<file path="config.mk">
export PLATFORM = sky130hd
export DESIGN_NAME = uart_frame_rx
export DESIGN_NICKNAME = d
export VERILOG_FILES = /design/src/rtl/uart_frame_rx.sv
export SDC_FILE = /design/constraint.sdc
export NUM_CORES = 1
export LEC_CHECK = 0
export ABC_AREA = 0
export BUFFER_PORTS_ARGS = -buffer_cell sky130_fd_sc_hd__buf_2
export CORE_ASPECT_RATIO = 1.2
export CORE_UTILIZATION = 35
export CTS_CLUSTER_DIAMETER = 50
export DETAILED_ROUTE_END_ITERATION = 10
export REMOVE_ABC_BUFFERS = 1
export SYNTH_ARGS = -nofsm -noshare
export SYNTH_HDL_FRONTEND = slang
export SYNTH_SLANG_ARGS = --single-unit
</file>
<file path="constraint.sdc">
create_clock -name clk -period 3.7 [get_ports clk]
set_input_delay 0.74 -clock clk [delete_from_list [all_inputs] [get_ports clk]]
set_output_delay 0.74 -clock clk [all_outputs]
set_load 0.005 [all_outputs]
</file>
<file path="src/rtl/uart_frame_rx.sv">
// UART receiver with a 4-byte frame assembler (A5 sync, E-pass/speed payload, XOR checksum).
// Reports good frames on frame_valid and framing/checksum/timeout errors on frame_err.
module uart_frame_rx #(
    parameter int unsigned SYS_FREQ     = 50000000,
    parameter int unsigned BAUD         = 9600,
    parameter int unsigned WIDTH_SPEED  = 14,
    parameter int unsigned TIMEOUT_BITS = 20
) (
    input  logic                   clk,
    input  logic                   reset_n,
    input  logic                   serial_data_in,
    output logic [WIDTH_SPEED-1:0] speed,
    output logic [1:0]             valid_Epass,
    output logic                   frame_valid,
    output logic                   frame_err
);

    localparam int unsigned BIT_CLKS     = SYS_FREQ / BAUD;
    localparam int unsigned HALF_CLKS    = BIT_CLKS / 2;
    localparam int unsigned CNT_W        = (BIT_CLKS > 1) ? $clog2(BIT_CLKS) : 1;
    localparam int unsigned TIMEOUT_CLKS = TIMEOUT_BITS * BIT_CLKS;
    localparam int unsigned TO_W         = $clog2(TIMEOUT_CLKS + 1);
    localparam logic [7:0]  SYNC_BYTE    = 8'hA5;

    typedef enum logic [1:0] {RX_IDLE, RX_START, RX_DATA, RX_STOP} rx_state_t;
    typedef enum logic [1:0] {FR_SYNC, FR_B1, FR_B2, FR_CHK} fr_state_t;

    rx_state_t        rx_state;
    fr_state_t        fr_state;
    logic             sync_q1;
    logic             sync_q2;
    logic             line_prev;
    logic [CNT_W-1:0] bit_cnt;
    logic [2:0]       bit_idx;
    logic [7:0]       shift_q;
    logic             stop_wait;
    logic [7:0]       byte1_q;
    logic [7:0]       byte2_q;
    logic [TO_W-1:0]  to_cnt;

    logic             fall_c;
    logic             stop_hit_c;
    logic             byte_ok_c;
    logic             frame_bad_c;
    logic [13:0]      speed_field_c;

    assign fall_c        = line_prev & ~sync_q2;
    assign stop_hit_c    = (rx_state == RX_STOP) && !stop_wait && (bit_cnt == CNT_W'(BIT_CLKS - 1));
    assign byte_ok_c     = stop_hit_c & sync_q2;
    assign frame_bad_c   = stop_hit_c & ~sync_q2;
    assign speed_field_c = {byte1_q[5:0], byte2_q};

    // Two-flop synchronizer plus one delayed copy for edge detection; idles high.
    always_ff @(posedge clk or negedge reset_n) begin
        if (!reset_n) begin
            sync_q1   <= 1'b1;
            sync_q2   <= 1'b1;
            line_prev <= 1'b1;
        end else begin
            sync_q1   <= serial_data_in;
            sync_q2   <= sync_q1;
            line_prev <= sync_q2;
        end
    end

    // Byte receiver: mid-bit sampling, LSB first.
    always_ff @(posedge clk or negedge reset_n) begin
        if (!reset_n) begin
            rx_state  <= RX_IDLE;
            bit_cnt   <= '0;
            bit_idx   <= '0;
            shift_q   <= '0;
            stop_wait <= 1'b0;
        end else begin
            case (rx_state)
                RX_IDLE: begin
                    bit_cnt   <= '0;
                    stop_wait <= 1'b0;
                    if (fall_c) rx_state <= RX_START;
                end
                RX_START: begin
                    if (bit_cnt == CNT_W'(HALF_CLKS - 1)) begin
                        bit_cnt <= '0;
                        bit_idx <= '0;
                        rx_state <= sync_q2 ? RX_IDLE : RX_DATA;
                    end else begin
                        bit_cnt <= bit_cnt + CNT_W'(1);
                    end
                end
                RX_DATA: begin
                    if (bit_cnt == CNT_W'(BIT_CLKS - 1)) begin
                        bit_cnt <= '0;
                        shift_q <= {sync_q2, shift_q[7:1]};
                        if (bit_idx == 3'd7) rx_state <= RX_STOP;
                        else                 bit_idx  <= bit_idx + 3'd1;
                    end else begin
                        bit_cnt <= bit_cnt + CNT_W'(1);
                    end
                end
                RX_STOP: begin
                    // A low stop bit holds here until the line recovers.
                    if (stop_wait) begin
                        if (sync_q2) begin
                            stop_wait <= 1'b0;
                            rx_state  <= RX_IDLE;
                        end
                    end else if (bit_cnt == CNT_W'(BIT_CLKS - 1)) begin
                        bit_cnt <= '0;
                        if (sync_q2) rx_state  <= RX_IDLE;
                        else         stop_wait <= 1'b1;
                    end else begin
                        bit_cnt <= bit_cnt + CNT_W'(1);
                    end
                end
                default: rx_state <= RX_IDLE;
            endcase
        end
    end

    // Frame assembler, evaluated at the stop-bit sample so results land one clock later.
    always_ff @(posedge clk or negedge reset_n) begin
        if (!reset_n) begin
            fr_state    <= FR_SYNC;
            byte1_q     <= '0;
            byte2_q     <= '0;
            to_cnt      <= '0;
            speed       <= '0;
            valid_Epass <= 2'b00;
            frame_valid <= 1'b0;
            frame_err   <= 1'b0;
        end else begin
            frame_valid <= 1'b0;
            frame_err   <= 1'b0;
            if (frame_bad_c) begin
                frame_err <= 1'b1;
                fr_state  <= FR_SYNC;
                to_cnt    <= '0;
            end else if (byte_ok_c) begin
                to_cnt <= '0;
                case (fr_state)
                    FR_SYNC: if (shift_q == SYNC_BYTE) fr_state <= FR_B1;
                    FR_B1: begin
                        byte1_q  <= shift_q;
                        fr_state <= FR_B2;
                    end
                    FR_B2: begin
                        byte2_q  <= shift_q;
                        fr_state <= FR_CHK;
                    end
                    FR_CHK: begin
                        if (shift_q == (SYNC_BYTE ^ byte1_q ^ byte2_q)) begin
                            speed       <= WIDTH_SPEED'(speed_field_c);
                            valid_Epass <= byte1_q[7:6];
                            frame_valid <= 1'b1;
                        end else begin
                            frame_err <= 1'b1;
                        end
                        fr_state <= FR_SYNC;
                    end
                    default: fr_state <= FR_SYNC;
                endcase
            end else if (fr_state != FR_SYNC && rx_state == RX_IDLE) begin
                // Inter-byte gap timer; paused while a byte is being received.
                if (to_cnt == TO_W'(TIMEOUT_CLKS - 1)) begin
                    frame_err <= 1'b1;
                    fr_state  <= FR_SYNC;
                    to_cnt    <= '0;
                end else begin
                    to_cnt <= to_cnt + TO_W'(1);
                end
            end
        end
    end

endmodule

</file>
**Yosys cells after proc, flatten, opt, wreduce, memory -nomap -nowiden**

Cells that the tools add are included.

- Add/sub/neg operators: 3
- Reductions and logical operators: 18
- Muxes and demuxes: 41
- Bitwise operators: 7
- Equality and inequality tests: 20

Operator list:

| operator | count |
|---|---|
| $mux 17 | 4 |
| $pmux 13 s4 | 1 |
| $mux 13 | 3 |
| $mux 2 | 13 |
| $add 17x1->17 const B | 1 |
| $eq 17x17->1 const B | 1 |
| $pmux 2 s4 | 2 |
| $add 13x1->13 const B | 1 |
| $eq 13x12->1 const B | 1 |
| $eq 13x13->1 const B | 1 |
| $mux 1 | 13 |
| $ne 2x2->1 const B | 6 |
| $mux 3 | 3 |
| $reduce_and 3->1 | 3 |
| $eq 2x2->1 const B | 4 |
| $eq 8x8->1 | 1 |
| $eq 8x8->1 const B | 1 |
| $reduce_and 4->1 | 2 |
| $xor 8x8->8 | 1 |
| $pmux 3 s2 | 1 |
| $reduce_bool 2->1 | 3 |
| $reduce_bool 3->1 | 2 |
| $reduce_and 5->1 | 1 |
| $eq 2x1->1 const B | 2 |
| other kinds (12) | 18 |

- Flip-flop bits (word level): 83
- Output and inout bits: 18
- Word-level logic and storage cells: 105
- Bits of input ports: 3

**Logic depth before layout (Yosys ltp)**

- Word-level depth: 7
- Mapped depth: 9
- Depth with buffers taken out: 6

**Worst setup path before layout**

No wires, ideal clock.

- Path type: reg-to-reg
- From: reg bit_cnt[0]
- To: reg speed[10]
- Stages on the path, launching flop included: 10
- Slack: 1.347 ns
- Library setup time: 0.127 ns
- Required time: 3.573 ns
- Arrival: 2.226 ns
- Path through: dfrtp_1 -> ha_1 -> or3b_1 -> nor4_2 -> and3_1 -> buf_2 -> and3_1 -> buf_4 -> buf_6 -> mux2_1

- Longest elaborated chain between the ends: 5
- Elaborated cells on any way between the ends: 6
- Classes of those cells: eq/ne: 1; bitwise: 3; reduce/logical: 2

RTL lines:

| what | line | RTL |
|---|---|---|
| start: declaration | 33 | `logic [CNT_W-1:0] bit_cnt;` |
| start signal: assignment | 87 | `bit_cnt <= bit_cnt + CNT_W'(1);` |
| start signal: assignment | 97 | `bit_cnt <= bit_cnt + CNT_W'(1);` |
| start signal: assignment | 112 | `bit_cnt <= bit_cnt + CNT_W'(1);` |
| $eq 13x13->1 * | 48 | `assign stop_hit_c = (rx_state == RX_STOP) && !stop_wait && (bit_cnt == CNT_W'(BIT_CLKS - 1));` |
| $logic_and 1x1->1 * | 48 |  |
| $and 1x1->1 | 50 | `assign frame_bad_c = stop_hit_c & ~sync_q2;` |
| $not 1->1 (no source line) | - |  |
| $reduce_and 4->1 (no source line) * | - |  |
| end signal: assignment | 152 | `speed <= WIDTH_SPEED'(speed_field_c);` |
| end: declaration | 12 | `output logic [WIDTH_SPEED-1:0] speed,` |

Every way passes the cells marked *; elsewhere a longest branch is shown, timed or not.
A chain may end at the register's enable or synchronous reset.

**Worst setup path in the final report**

- From: reg bit_cnt[0]
- To: reg speed[0]

Same word-level chain as after synthesis.

==> flow_summary_export.csv <==
group,metric,value,unit
worst_setup_path,crit_arrival,3.14,ns
synthesis,synth_cells,358,
run_status,status,"completed",
cts,cts_buffer_depth,2,
global_route,grt_pass1_vias,2779,
timing,rsz0062_at_grt,"no",
finish,fin_nets,395,
worst_setup_path,end_kind,"flop",
floorplanning,placementRows,43,
synthesis,synth_ff_type,"dfrtp_1",
finish,areaGrowthSynthToFinish,12.4,%
worst_setup_path,path_cells,"ha_1 > or3b_1 > nor4_2 > and3_1 > and3_1 > mux2_2",
cts,cts_sinks,83,
power,ir_drop,0.256,mV
cts,path_clk_slew,0.06,ns
synthesis,ys_warn_count,0,
timing,worstMarginPinSlew,1.03,ns
timing,period_minus_slack,2.92,ns
cts,cts_tree,"built",
global_route,grt_first_pass_wirelength,13500,µm
timing,clock_skew,0.00867,ns
synthesis,seq_area_frac_synth,50.4,%
detailed_routing,drt_iter0_markers,147,
detailed_routing,vias_per_cell,5.20,
finish,drive_gt1_share,19.0,%
placed_design,gp_congestion,0.767,
detailed_routing,dr.pass1.iters,4,
timing,postLayoutSetupSlackWorst,0.777,ns
cts,postCtsSetupRepairBufs,0,
cts,cts_hold_buf,0,
worst_setup_path,cp_slowest_cell,"and3_1",
synthesis,synth-edff-count,0,
global_route,grt_max_degree,84,
worst_hold_path,hold_class,"flop to flop",
timing,slew_viol_final,0,
timing,fin_crit_sh,79.0,%
detailed_routing,vias,2811,
placed_design,post-place-ws,0.804,ns
cts,cts_made_buffers,9,
worst_setup_path,cp_num_buf_inv,0,
finish,antenna_cells,0,
timing,hold_viol,0,
placed_design,port_buffers,20,
synthesis,synth-async-reset-ratio,100,%
cts,root_buffer,"clkbuf_16",
detailed_routing,wl_per_cell,14.5,µm
timing,tns,0,ns
timing,relSlewSlack,31.3,%
global_route,antenna_found_initial,0,
floorplanning,initial_core_util,35.9,%
power,p_per_area,440,nW/µm²
synthesis,ys_seq_elements,83,
worst_setup_path,crit_top_cell,"and3_1",
worst_setup_path,cp_max_fo,16,
floorplanning,die_area,12200,µm²
run,maxCapViolCount,0,
detailed_routing,wl,7820,µm
cts,clk_latency,0.34,ns
cts,htree_levels,3,
synthesis,ys_types,53,
timing,setup_viol,0,
worst_setup_path,crit_family,"simple AND/OR/NAND/NOR gates",
floorplanning,io_pins,21,
worst_setup_path,cp-start-kind,"flop",
floorplanning,core,11500,µm²
floorplanning,die_y,121,µm
synthesis,avgSynthCellArea,11.5,µm²
global_route,grt-ovfl-total,0,
worst_setup_path,required,3.92,ns
detailed_routing,ant_nets,0,
placed_design,dp_hpwl,5300,µm
cts,ctsResizeCount,0,
global_route,track_usage,14.2,%
floorplanning,die_w,101,µm
synthesis,netlist_area,4130,µm²
detailed_routing,route.detailed.drc,0,
timing,fmax,0.342,GHz
power,cellLeakagePower,2.12,nW
worst_setup_path,path_class,"flop to flop",
worst_setup_path,max_stage_delay,0.72,ns
==> synth_stat cells (6+ instances only) <==
| cell type | number | share of area, % |
|---|---|---|
| a21oi_1 | 18 | 2.2 |
| a22o_1 | 6 | 1.3 |
| and3_1 | 8 | 1.2 |
| dfrtp_1 | 80 | 48 |
| ha_1 | 12 | 3.6 |
| inv_1 | 12 | 1.1 |
| mux2_1 | 10 | 2.7 |
| mux2_2 | 31 | 8.5 |
| nand2_1 | 24 | 2.2 |
| nand3_1 | 14 | 1.7 |
| nand4_1 | 9 | 1.4 |
| nor2_1 | 18 | 1.6 |
| o21ai_0 | 16 | 1.9 |
| o31ai_1 | 7 | 1.3 |
| or3_1 | 6 | 0.91 |
| or4_1 | 7 | 1.3 |
| xnor2_1 | 8 | 1.7 |
| xor2_1 | 6 | 1.3 |
==> routing by layer <==
layer,share of wire [%],global-route usage (%)
met5,0,0
met4,2.3,7.88
met3,2.5,2.48
met2,48,22.5
met1,47,18.4
==> stage by stage <==
stage	hold slack [ns]	cells	util, %	total power, mW	instance area [µm²]
global route	0.363	541	40.3	2.13	4640
detailed placement	0.349	526	38.1	1.27	4390
CTS	0.357	541	40.3	2.07	4640
global placement	0.348	526	38.1	1.27	4390
finish	0.358	541	40.3	2.04	4640
floorplan	0.345	347	-	1.19	4070
==> registers in the layout, summed over array words and instances (netlist names), 3 cells and up, named ones only <==
| name | flops |
|---|---|
| byte1_q | 8 |
| shift_q | 8 |
| byte2_q | 8 |
| bit_cnt | 13 |
| to_cnt | 17 |
| bit_idx | 3 |
| speed | 14 |
==> worst register-to-register path: stages (launching register included) <==
cell	delay [ns]
dfrtp_1	0.38
ha_1	0.22
or3b_1	0.42
nor4_2	0.32
and3_1	0.33
and3_1	0.72
mux2_2	0.42
==> cell type report <==
class	instances	area (µm²)
fill	1151	6870
sequential	83	2080
multi-input combinational	252	1950
clock buffer	13	240
tap	157	196
timing repair buffer	22	118
inverter	12	45.0
clock inverter	2	13.8
==> worst paths after layout <==
check                                  startpoint               endpoint  depth (start not counted)  slack, ns
setup / recovery           bit_cnt[0]$_DFFE_PN0P_   speed[0]$_DFFE_PN0P_                          6       0.78
hold / removal                  sync_q1$_DFF_PN1_      sync_q2$_DFF_PN1_                          0       0.36
setup reg to reg           bit_cnt[0]$_DFFE_PN0P_   speed[0]$_DFFE_PN0P_                          6       0.78
hold reg to reg                 sync_q1$_DFF_PN1_      sync_q2$_DFF_PN1_                          0       0.36
max in group asynchronous                 reset_n  stop_wait$_DFFE_PN0P_                          1       2.46
min in group asynchronous                 reset_n   speed[0]$_DFFE_PN0P_                          1       0.58
==> layout by cell type (no fill, tap or decap), types with 3 or more instances in the layout <==
cell type and n:
or3_1 6, dfstp_2 3, buf_4 3, dfrtp_1 80, and3_1 8, buf_2 19
xnor2_1 8, nor2_1 18, nand3b_1 3, nand3_1 14, xnor3_1 4, xor2_1 6
nand2b_1 4, o21ai_0 16, a21oi_1 18, nand4_1 9, clkbuf_1 4, o31ai_1 7
clkbuf_16 9, or4bb_1 3, nor4_1 4, mux2_1 10, inv_1 12, or4_1 7
nor2b_1 3, mux2_2 31, a22o_1 6, nand2_1 24, ha_1 12
==> kinds of logic after synthesis <==
group	synth area share [%]
buffers and inverters	2.48
AND/OR/NAND/NOR	15.6
XOR/XNOR	6.30
flip-flops	50.4
adder cells (fa/ha/maj)	3.64
AO/OA/AOI/OAI	10.1
multiplexers	11.4
==> power breakdown <==
part | leakage (nW) | internal [mW] | switching [mW]
clock | 0.124 | 0.452 | 0.336
sequential | 1.15 | 0.932 | 0.0205
combinational | 0.849 | 0.113 | 0.188
total | 2.12 | 1.50 | 0.544
Power figures use the tool's default switching activity.
